`config.mk`:
```
export PLATFORM = sky130hd
export DESIGN_NAME = tm1638_keys
export DESIGN_NICKNAME = d
export VERILOG_FILES = /design/src/rtl/tm1638_keys.sv
export SDC_FILE = /design/constraint.sdc
export NUM_CORES = 1
export LEC_CHECK = 0
export ABC_AREA = 1
export BUFFER_PORTS_ARGS = -buffer_cell sky130_fd_sc_hd__buf_4
export CORE_MARGIN = 2
export CORE_UTILIZATION = 55
export DETAILED_ROUTE_END_ITERATION = 10
export PLACE_DENSITY_LB_ADDON = 0.1
export REMOVE_ABC_BUFFERS = 1
export SLEW_MARGIN = 25
export SYNTH_ARGS = -nofsm -noshare
export SYNTH_HDL_FRONTEND = slang
export SYNTH_SLANG_ARGS = --single-unit
```
`constraint.sdc`:
```
create_clock -name clk -period 1.4 [get_ports clk]
set_input_delay 0 -clock clk [delete_from_list [all_inputs] [get_ports clk]]
set_output_delay 0 -clock clk [all_outputs]
set_load 0.02 [all_outputs]
```
`src/rtl/tm1638_keys.sv`:
```
// TM1638 key-scan reader: sends 0x42, reads 4 bytes, and presents the 8 buttons; one scan is 85 clken ticks.
// There is no backpressure. A start while busy is dropped, and a poll expiry while busy is held in pending.
module tm1638_keys #(
  parameter int WAIT_TICKS = 3,
  parameter int POLL_TICKS = 20000
) (
  input  logic       clk,
  input  logic       reset,
  input  logic       clken,
  input  logic       start,
  input  logic       tm1638_dio_i,
  output logic       tm1638_stb,
  output logic       tm1638_clk,
  output logic       tm1638_dio_o,
  output logic       tm1638_dio_oe,
  output logic       busy,
  output logic [7:0] keys,
  output logic       key_valid,
  output logic       key_change
);

  localparam logic [7:0] CMD_READ = 8'h42;

  typedef enum logic [2:0] {S_IDLE, S_CMD, S_WAIT, S_READ, S_END} state_t;

  state_t      state;
  logic        phase_b;
  logic [4:0]  bit_idx;
  logic [7:0]  wait_cnt;
  logic [31:0] shreg;
  logic [31:0] poll_cnt;
  logic        pending;
  logic        dio_s1;
  logic        dio_s2;
  logic        poll_hit;
  logic [7:0]  new_keys;

  always_ff @(posedge clk) begin
    if (reset) begin
      dio_s1 <= 1'b1;
      dio_s2 <= 1'b1;
    end else begin
      dio_s1 <= tm1638_dio_i;
      dio_s2 <= dio_s1;
    end
  end

  assign poll_hit = clken && (POLL_TICKS != 0) && (poll_cnt == 32'(POLL_TICKS - 1));

  always_ff @(posedge clk) begin
    if (reset) begin
      poll_cnt <= '0;
    end else if (clken && (POLL_TICKS != 0)) begin
      poll_cnt <= poll_hit ? '0 : poll_cnt + 32'd1;
    end
  end

  // Each button appears as bit 0 and bit 4 of one of the four scan bytes.
  always_comb begin
    new_keys = '0;
    for (int i = 0; i < 4; i++) begin
      new_keys[i]     = shreg[8*i];
      new_keys[i + 4] = shreg[8*i + 4];
    end
  end

  always_ff @(posedge clk) begin
    if (reset) begin
      state         <= S_IDLE;
      tm1638_stb    <= 1'b1;
      tm1638_clk    <= 1'b1;
      tm1638_dio_o  <= 1'b1;
      tm1638_dio_oe <= 1'b0;
      busy          <= 1'b0;
      keys          <= '0;
      key_valid     <= 1'b0;
      key_change    <= 1'b0;
      pending       <= 1'b0;
      phase_b       <= 1'b0;
      bit_idx       <= '0;
      wait_cnt      <= '0;
      shreg         <= '0;
    end else begin
      key_valid  <= 1'b0;
      key_change <= 1'b0;
      case (state)
        S_IDLE: begin
          // busy drops one clk after STB rises, so a new scan starts no earlier than the next tick.
          if (busy) begin
            busy <= 1'b0;
          end else if (clken && (start || pending)) begin
            tm1638_stb    <= 1'b0;
            tm1638_clk    <= 1'b1;
            tm1638_dio_oe <= 1'b1;
            busy          <= 1'b1;
            pending       <= 1'b0;
            bit_idx       <= '0;
            phase_b       <= 1'b0;
            state         <= S_CMD;
          end
        end
        S_CMD: if (clken) begin
          if (!phase_b) begin
            tm1638_clk   <= 1'b0;
            tm1638_dio_o <= CMD_READ[bit_idx[2:0]];
            phase_b      <= 1'b1;
          end else begin
            tm1638_clk <= 1'b1;
            phase_b    <= 1'b0;
            if (bit_idx == 5'd7) begin
              bit_idx  <= '0;
              wait_cnt <= '0;
              state    <= S_WAIT;
            end else begin
              bit_idx <= bit_idx + 5'd1;
            end
          end
        end
        S_WAIT: if (clken) begin
          tm1638_dio_oe <= 1'b0;
          tm1638_dio_o  <= 1'b1;
          if (wait_cnt == 8'(WAIT_TICKS - 1)) begin
            state <= S_READ;
          end else begin
            wait_cnt <= wait_cnt + 8'd1;
          end
        end
        S_READ: if (clken) begin
          if (!phase_b) begin
            tm1638_clk <= 1'b0;
            phase_b    <= 1'b1;
          end else begin
            tm1638_clk <= 1'b1;
            phase_b    <= 1'b0;
            shreg      <= {dio_s2, shreg[31:1]};
            if (bit_idx == 5'd31) begin
              state <= S_END;
            end else begin
              bit_idx <= bit_idx + 5'd1;
            end
          end
        end
        S_END: if (clken) begin
          tm1638_stb <= 1'b1;
          tm1638_clk <= 1'b1;
          keys       <= new_keys;
          key_valid  <= 1'b1;
          key_change <= (new_keys != keys);
          state      <= S_IDLE;
        end
        default: state <= S_IDLE;
      endcase
      // An expiry takes priority over the clear at scan start.
      if (poll_hit) pending <= 1'b1;
    end
  end

endmodule
```
Yosys cells after proc, flatten, opt, wreduce, memory -nomap -nowiden
Memories as Yosys holds them, arrays and structs flattened. A register that Yosys moved wholly into a read port is not among the register bits.
Index checks and enable logic that the tools add are counted.
{"block": "word_totals", "mem_count": 1, "inputBits": 5, "rom_bits": 8, "output_inout_bits": 15, "regBits": 99, "word_cells": 128}
{"block": "classes", "n_addsub": 3, "muxes": 53, "n_eq_ne": 25, "n_bitwise": 2, "reduce_logical": 26, "n_lt_le_gt_ge": 1}
{"memory": "(no name shown)", "words": 8, "word_bits": 1, "read_ports": 1, "rd_clocked_by_memory_dff": 1, "wr": 0, "line": "105", "rtl": "tm1638_dio_o <= CMD_READ[bit_idx[2:0]];"}
{"op": "5-bit 2-to-1 mux", "n": 8}
{"op": "8-bit 2-to-1 mux", "n": 5}
{"op": "3-bit 2-to-1 mux", "n": 13}
{"op": "32-bit by 1-bit adder with 32-bit output, second input constant", "n": 1}
{"op": "32-bit by 15-bit equality test with 1-bit output, second input constant", "n": 1}
{"op": "32-bit 2-to-1 mux", "n": 1}
{"op": "2-bit inequality test, second input constant", "n": 14}
{"op": "1-bit 2-to-1 mux", "n": 18}
{"op": "8-bit case mux with 2 select lines", "n": 1}
{"op": "4-bit AND reduction", "n": 4}
{"op": "3-bit case mux with 5 select lines", "n": 1}
{"op": "5-bit case mux with 3 select lines", "n": 1}
{"op": "2-bit nonzero test", "n": 6}
{"op": "11-bit AND reduction", "n": 1}
{"op": "8-bit by 1-bit adder with 8-bit output, second input constant", "n": 1}
{"op": "8-bit by 2-bit equality test with 1-bit output, second input constant", "n": 1}
{"op": "8-bit inequality test", "n": 1}
{"op": "1-bit case mux with 2 select lines", "n": 4}
{"op": "8-bit AND reduction", "n": 1}
{"op": "3-bit by 2-bit equality test with 1-bit output, second input constant", "n": 2}
{"op": "3-bit AND reduction", "n": 2}
{"op": "6-bit AND reduction", "n": 1}
{"op": "3-bit nonzero test", "n": 2}
{"op": "5-bit by 1-bit adder with 5-bit output, second input constant", "n": 1}
{"op": "15 further kinds", "n": 19}

Depth between registers and ports, before layout
{"block": "depth", "depth_word": 7, "depth_mapped": 13, "depth_no_buf": 13}

Least setup slack after synthesis
OpenSTA, ideal clock, no wires.
{"block": "synth_timing", "path_type": "reg-to-reg", "startpoint": "register bit_idx[1]", "endpoint": "register with a tool-made name", "path_buffers": 0, "arrival_time_ns": 1.417, "period_less_slack_ns": 1.531, "stages_incl_launch_ff": 14, "path_slack_ns": -0.131, "required_time_ns": 1.286, "setup_time_ns": 0.114, "cell_sequence": "dfxtp_1 -> ha_1 -> nand2_2 -> nor2_1 -> ha_1 -> nand4_1 -> nand2_1 -> inv_2 -> nand3_4 -> nand2_1 -> nand2_1 -> nand2_1 -> nand3_1 -> nand2_1"}
{"element": "start: declaration", "line": "28", "rtl": "logic [4:0] bit_idx;"}
{"element": "start signal: assignment", "line": "115", "rtl": "bit_idx <= bit_idx + 5'd1;"}
{"element": "start signal: assignment", "line": "139", "rtl": "bit_idx <= bit_idx + 5'd1;"}

Final worst setup path
{"block": "layout_timing", "startpoint": "register poll_cnt[0]", "endpoint": "register poll_cnt[26]"}
{"block": "layout_via", "elab_chain_len": 3, "elab_cells_between_ends": 4, "classes_between": "1 x add/sub; 1 x eq/ne; 1 x mux; 1 x reduce/logical"}
{"element": "start: declaration", "line": "31", "rtl": "logic [31:0] poll_cnt;"}
{"element": "start signal: assignment", "line": "54", "rtl": "poll_cnt <= poll_hit ? '0 : poll_cnt + 32'd1;"}
{"element": "parallel branches: the longest is 2 deep, another holds 32-bit by 1-bit adder with 32-bit output"}
{"element": "32-bit 2-to-1 mux *", "line": "54"}
Mark *: on every way between the ends.
A chain may end at the register's enable or synchronous reset.

==> parameters.txt <==
Parameter                              Value

Drt
  Number of vias in the routed layout    5621
  Wire length reported by the detailed router    around 17000 µm
  Routed length per placed instance    18.1 µm
  Routed vias/inst    5.88
  Number of routed nets with antenna violations    0
  DR pass1 iterations    5
  DRC errors left    0
  Number of DRC violations after detailed-routing iteration 0    479

STA
  Final worst clock skew    0.0246 ns
  Max-slew violations    0
  Final hold vios    0
  Setup violators final    48
  Post-route clock period utilization    123%
  Remaining max-slew budget at the tightest pin    70.7%
  Setup total negative slack    -7.57 ns
  Final critical-path required period    1.73 ns
  Maximum operating frequency    579 MHz
  Worst setup margin    -0.326 ns
  Least-Margin Pin Slew    around 0.44 ns
  RSZ-0062 raised after global routing    true

Die
  Core box area    8680 µm²
  Floorplan die area    9650 µm²
  Number of placement rows    34
  Die height    roughly 98 µm
  Horizontal die dimension    98.2 µm
  Count of pins on the block boundary    20
  Initial Utilization    between 50 and 60%

Power
  Net switching power    2.74 mW
  Internal portion of total power    approximately 5 mW
  Maximum ir drop on the vdd rail    1.05 mV
  Portion of total power attributed to the clock network    25.8%
  Pleak    3.38 nW
  Power density of the placed cells    1040 nW/µm²
  Part of the total power dissipated in combinational logic    32.8%
  Switching power share of the total    between 30% and 40%
  Seq pwr share    between 40% and 50%

Finish
  Filler instances    496
  Footprint of the multi-input gates    3250 µm²
  Most common library cell in the layout ignoring fill and taps    sky130_fd_sc_hd__buf_4
  Sequential cell area in the final layout    2060 µm²
  Area grow syn2layout    49.7%
  Fraction of layout instances using a drive strength above 1    between 40% and 50%
  Commonest cells after routing, fill and taps aside    sky130_fd_sc_hd__buf_4 (118), sky130_fd_sc_hd__nor2_1 (114), sky130_fd_sc_hd__nand2_1 (91)
  Antenna diode count    0
  Count of placed standard cells in the final layout, fillers left out    956
  Design area    7310 µm²
  Post-layout net count    853

Critical path
  Data required time of the worst path    1.67 ns
  Kind of end point of the critical path    register
  Startpoint kind of the worst setup timing path    register
  Crit Path Class    reg -> reg
  Arrival time at the worst endpoint    1.99 ns
  Maximum fanout along the worst path    3

Synthesis
  Average size of a mapped cell    7.00 µm²
  Most area-consuming cells after synthesis    sky130_fd_sc_hd__dfxtp_1 (41%), sky130_fd_sc_hd__nor2_1 (11%), sky130_fd_sc_hd__nand2_1 (11%)
  Number of synthesized register bits    100
  Synth async-reset ratio    0%
  Synth cell types    39
  Number of synthesized flops with an enable pin    0
  Gate count after technology mapping    698
  Post-synthesis instance area    4880 µm²
  Post-synth top area cell    sky130_fd_sc_hd__dfxtp_1
  Warnings, synthesis    0
  Fraction of synthesized cell area taken by the top area cell type    41.0%
  Synth Flop Type    sky130_fd_sc_hd__dfxtp_1
  Sequential area share after synthesis    41.0%

Clocking
  Maximum buffer depth of the clock tree    2
  Maximum level of the CTS H-tree    3
  Clock Tree Root    sky130_fd_sc_hd__clkbuf_8
  Clock transition at the registers of the reported paths    0.12 ns
  Clock sink count    100
  Skew-Pair Late Insertion Delay    0.38 ns
  TritonCTS buffer count    9
  TritonCTS clock tree    done

Place
  Final Wtd Congestion    0.967
  PortBufs    19
  Placed cells    904
  Post-DP Area    5840 µm²
  HPWL reported at the end of detailed placement    8640 µm

Run
  Number of maximum-capacitance violations    0

Global routing
  Number of global-route vias before repair    5013
  Total track usage    28.8%
  Largest net degree at the start of global routing    33
  Leftover overflow at the end of global routing    0
  Number of antenna violations at the first check in global routing    0
  Global-route wire length before repair    23000 µm

Outcome
  Violations in the final reports    negative setup slack
  Result of the run    finished, violations left

Worst hold path
  Tightest Hold Check Type    in -> reg
## sequential cells by signal, indices dropped and copies added (netlist names), named ones only
register	count
dio_s2	1
busy	1
dio_s1	1
tm1638_dio_o	1
phase_b	1
pending	1
tm1638_dio_oe	1
tm1638_stb	1
poll_cnt	32
state	3
keys	8
bit_idx	5
key_valid	1
shreg	32
wait_cnt	8
tm1638_clk	1
key_change	1
## per-stage QoR
stage	power (mW)	util (%)	hold WS, ns	setup slack, ns
2_1_floorplan	4.14	-	0.0624	-1.15
3_3_place_gp	4.84	67.3	0.190	-0.305
3_5_place_dp	4.89	67.3	0.189	-0.350
4_1_cts	7.31	76.6	0.0924	-0.234
5_1_grt	7.95	84.3	0.133	-0.341
6_report	7.62	84.3	0.141	-0.326
## repair_timing
action,4_1_cts,5_1_grt
gates cloned,2,0
resized for setup,119,158
hold buffers,3,0
setup endpoints to repair,79,89
endpoints found under the hold margin,9,0
buffers inserted,16,19
pin swaps,50,78
## power groups by stage
stage,logic (mW),registers (mW),clock network [mW]
floorplan,0.911,3.23,0
global placement,1.69,3.16,0
detailed placement,1.73,3.16,0
CTS,2.22,3.12,1.97
global route,2.69,3.17,2.09
finish,2.50,3.15,1.97
## critical path: stages, from the launching register on
cell                      delay [ns]
sky130_fd_sc_hd__dfxtp_4        0.39
sky130_fd_sc_hd__ha_4           0.16
sky130_fd_sc_hd__nand3_4        0.11
sky130_fd_sc_hd__inv_2          0.10
sky130_fd_sc_hd__nand2_2        0.06
sky130_fd_sc_hd__nor2_2         0.09
sky130_fd_sc_hd__nand3_2        0.16
sky130_fd_sc_hd__nor2_4         0.17
sky130_fd_sc_hd__nand3_2        0.09
sky130_fd_sc_hd__nor2_2         0.19
sky130_fd_sc_hd__nor2_2         0.08
## metal layers
metal,share of wire [%],up-vias,track usage (%)
met1,37,2620,35.7
met4,6.1,0,10.1
met5,0,-,0
met3,7.6,112,5.01
met2,49,348,50.6
li1,-,2541,-
## layout make-up
cell class | count | share of cell area (%)
flip-flops and latches | 100 | 28.2
repair buffers | 154 | 18.7
well taps | 108 | 1.85
clock inverters | 7 | 1.25
multi-input cells | 507 | 44.4
inverters | 71 | 3.95
clock buffers | 9 | 1.69
## cells in the mapped netlist (2+ instances only)
cell                       number
sky130_fd_sc_hd__ha_1           5
sky130_fd_sc_hd__nand3_2        7
sky130_fd_sc_hd__xor2_1        17
sky130_fd_sc_hd__nor3_1        14
sky130_fd_sc_hd__nand4_1       17
sky130_fd_sc_hd__nor2_2         9
sky130_fd_sc_hd__nand2_1      140
sky130_fd_sc_hd__nor3_2         4
sky130_fd_sc_hd__xnor2_1        2
sky130_fd_sc_hd__inv_1         62
sky130_fd_sc_hd__nor2_4         3
sky130_fd_sc_hd__o21ai_1        3
sky130_fd_sc_hd__nand2_2        8
sky130_fd_sc_hd__inv_2          8
sky130_fd_sc_hd__buf_2          4
sky130_fd_sc_hd__clkbuf_1      10
sky130_fd_sc_hd__nor2_1       143
sky130_fd_sc_hd__a21oi_2        2
sky130_fd_sc_hd__a31oi_1        2
sky130_fd_sc_hd__buf_4          2
sky130_fd_sc_hd__or2_2          3
sky130_fd_sc_hd__nand3_1       34
sky130_fd_sc_hd__a21oi_1       27
sky130_fd_sc_hd__dfxtp_1      100
sky130_fd_sc_hd__nor3b_1        2
sky130_fd_sc_hd__buf_6          3
sky130_fd_sc_hd__nor4_1         4
sky130_fd_sc_hd__o21ai_0       46
sky130_fd_sc_hd__a22o_1         7
## final timing paths
| path | depth (start not counted) | start | slack, ns | endpoint |
|---|---|---|---|---|
| worst min-delay path | 4 | clken | 0.14 | poll_cnt[1]$_SDFFE_PP0P_ |
| worst max-delay path | 10 | poll_cnt[0]$_SDFFE_PP0P_ | -0.33 | poll_cnt[26]$_SDFFE_PP0P_ |
| worst max register to register | 10 | poll_cnt[0]$_SDFFE_PP0P_ | -0.33 | poll_cnt[26]$_SDFFE_PP0P_ |
| worst min register to register | 1 | dio_s1$_SDFF_PP1_ | 0.43 | dio_s2$_SDFF_PP1_ |
## cell families after synthesis
family | Yosys count | synth area share, %
fa+ha+maj | 5 | 1.28
simple gates | 393 | 36.3
compound gates | 90 | 10.3
flops | 100 | 41.0
xor+xnor | 19 | 3.41
buf+inv | 91 | 7.74
Power figures use the tool's default switching activity.
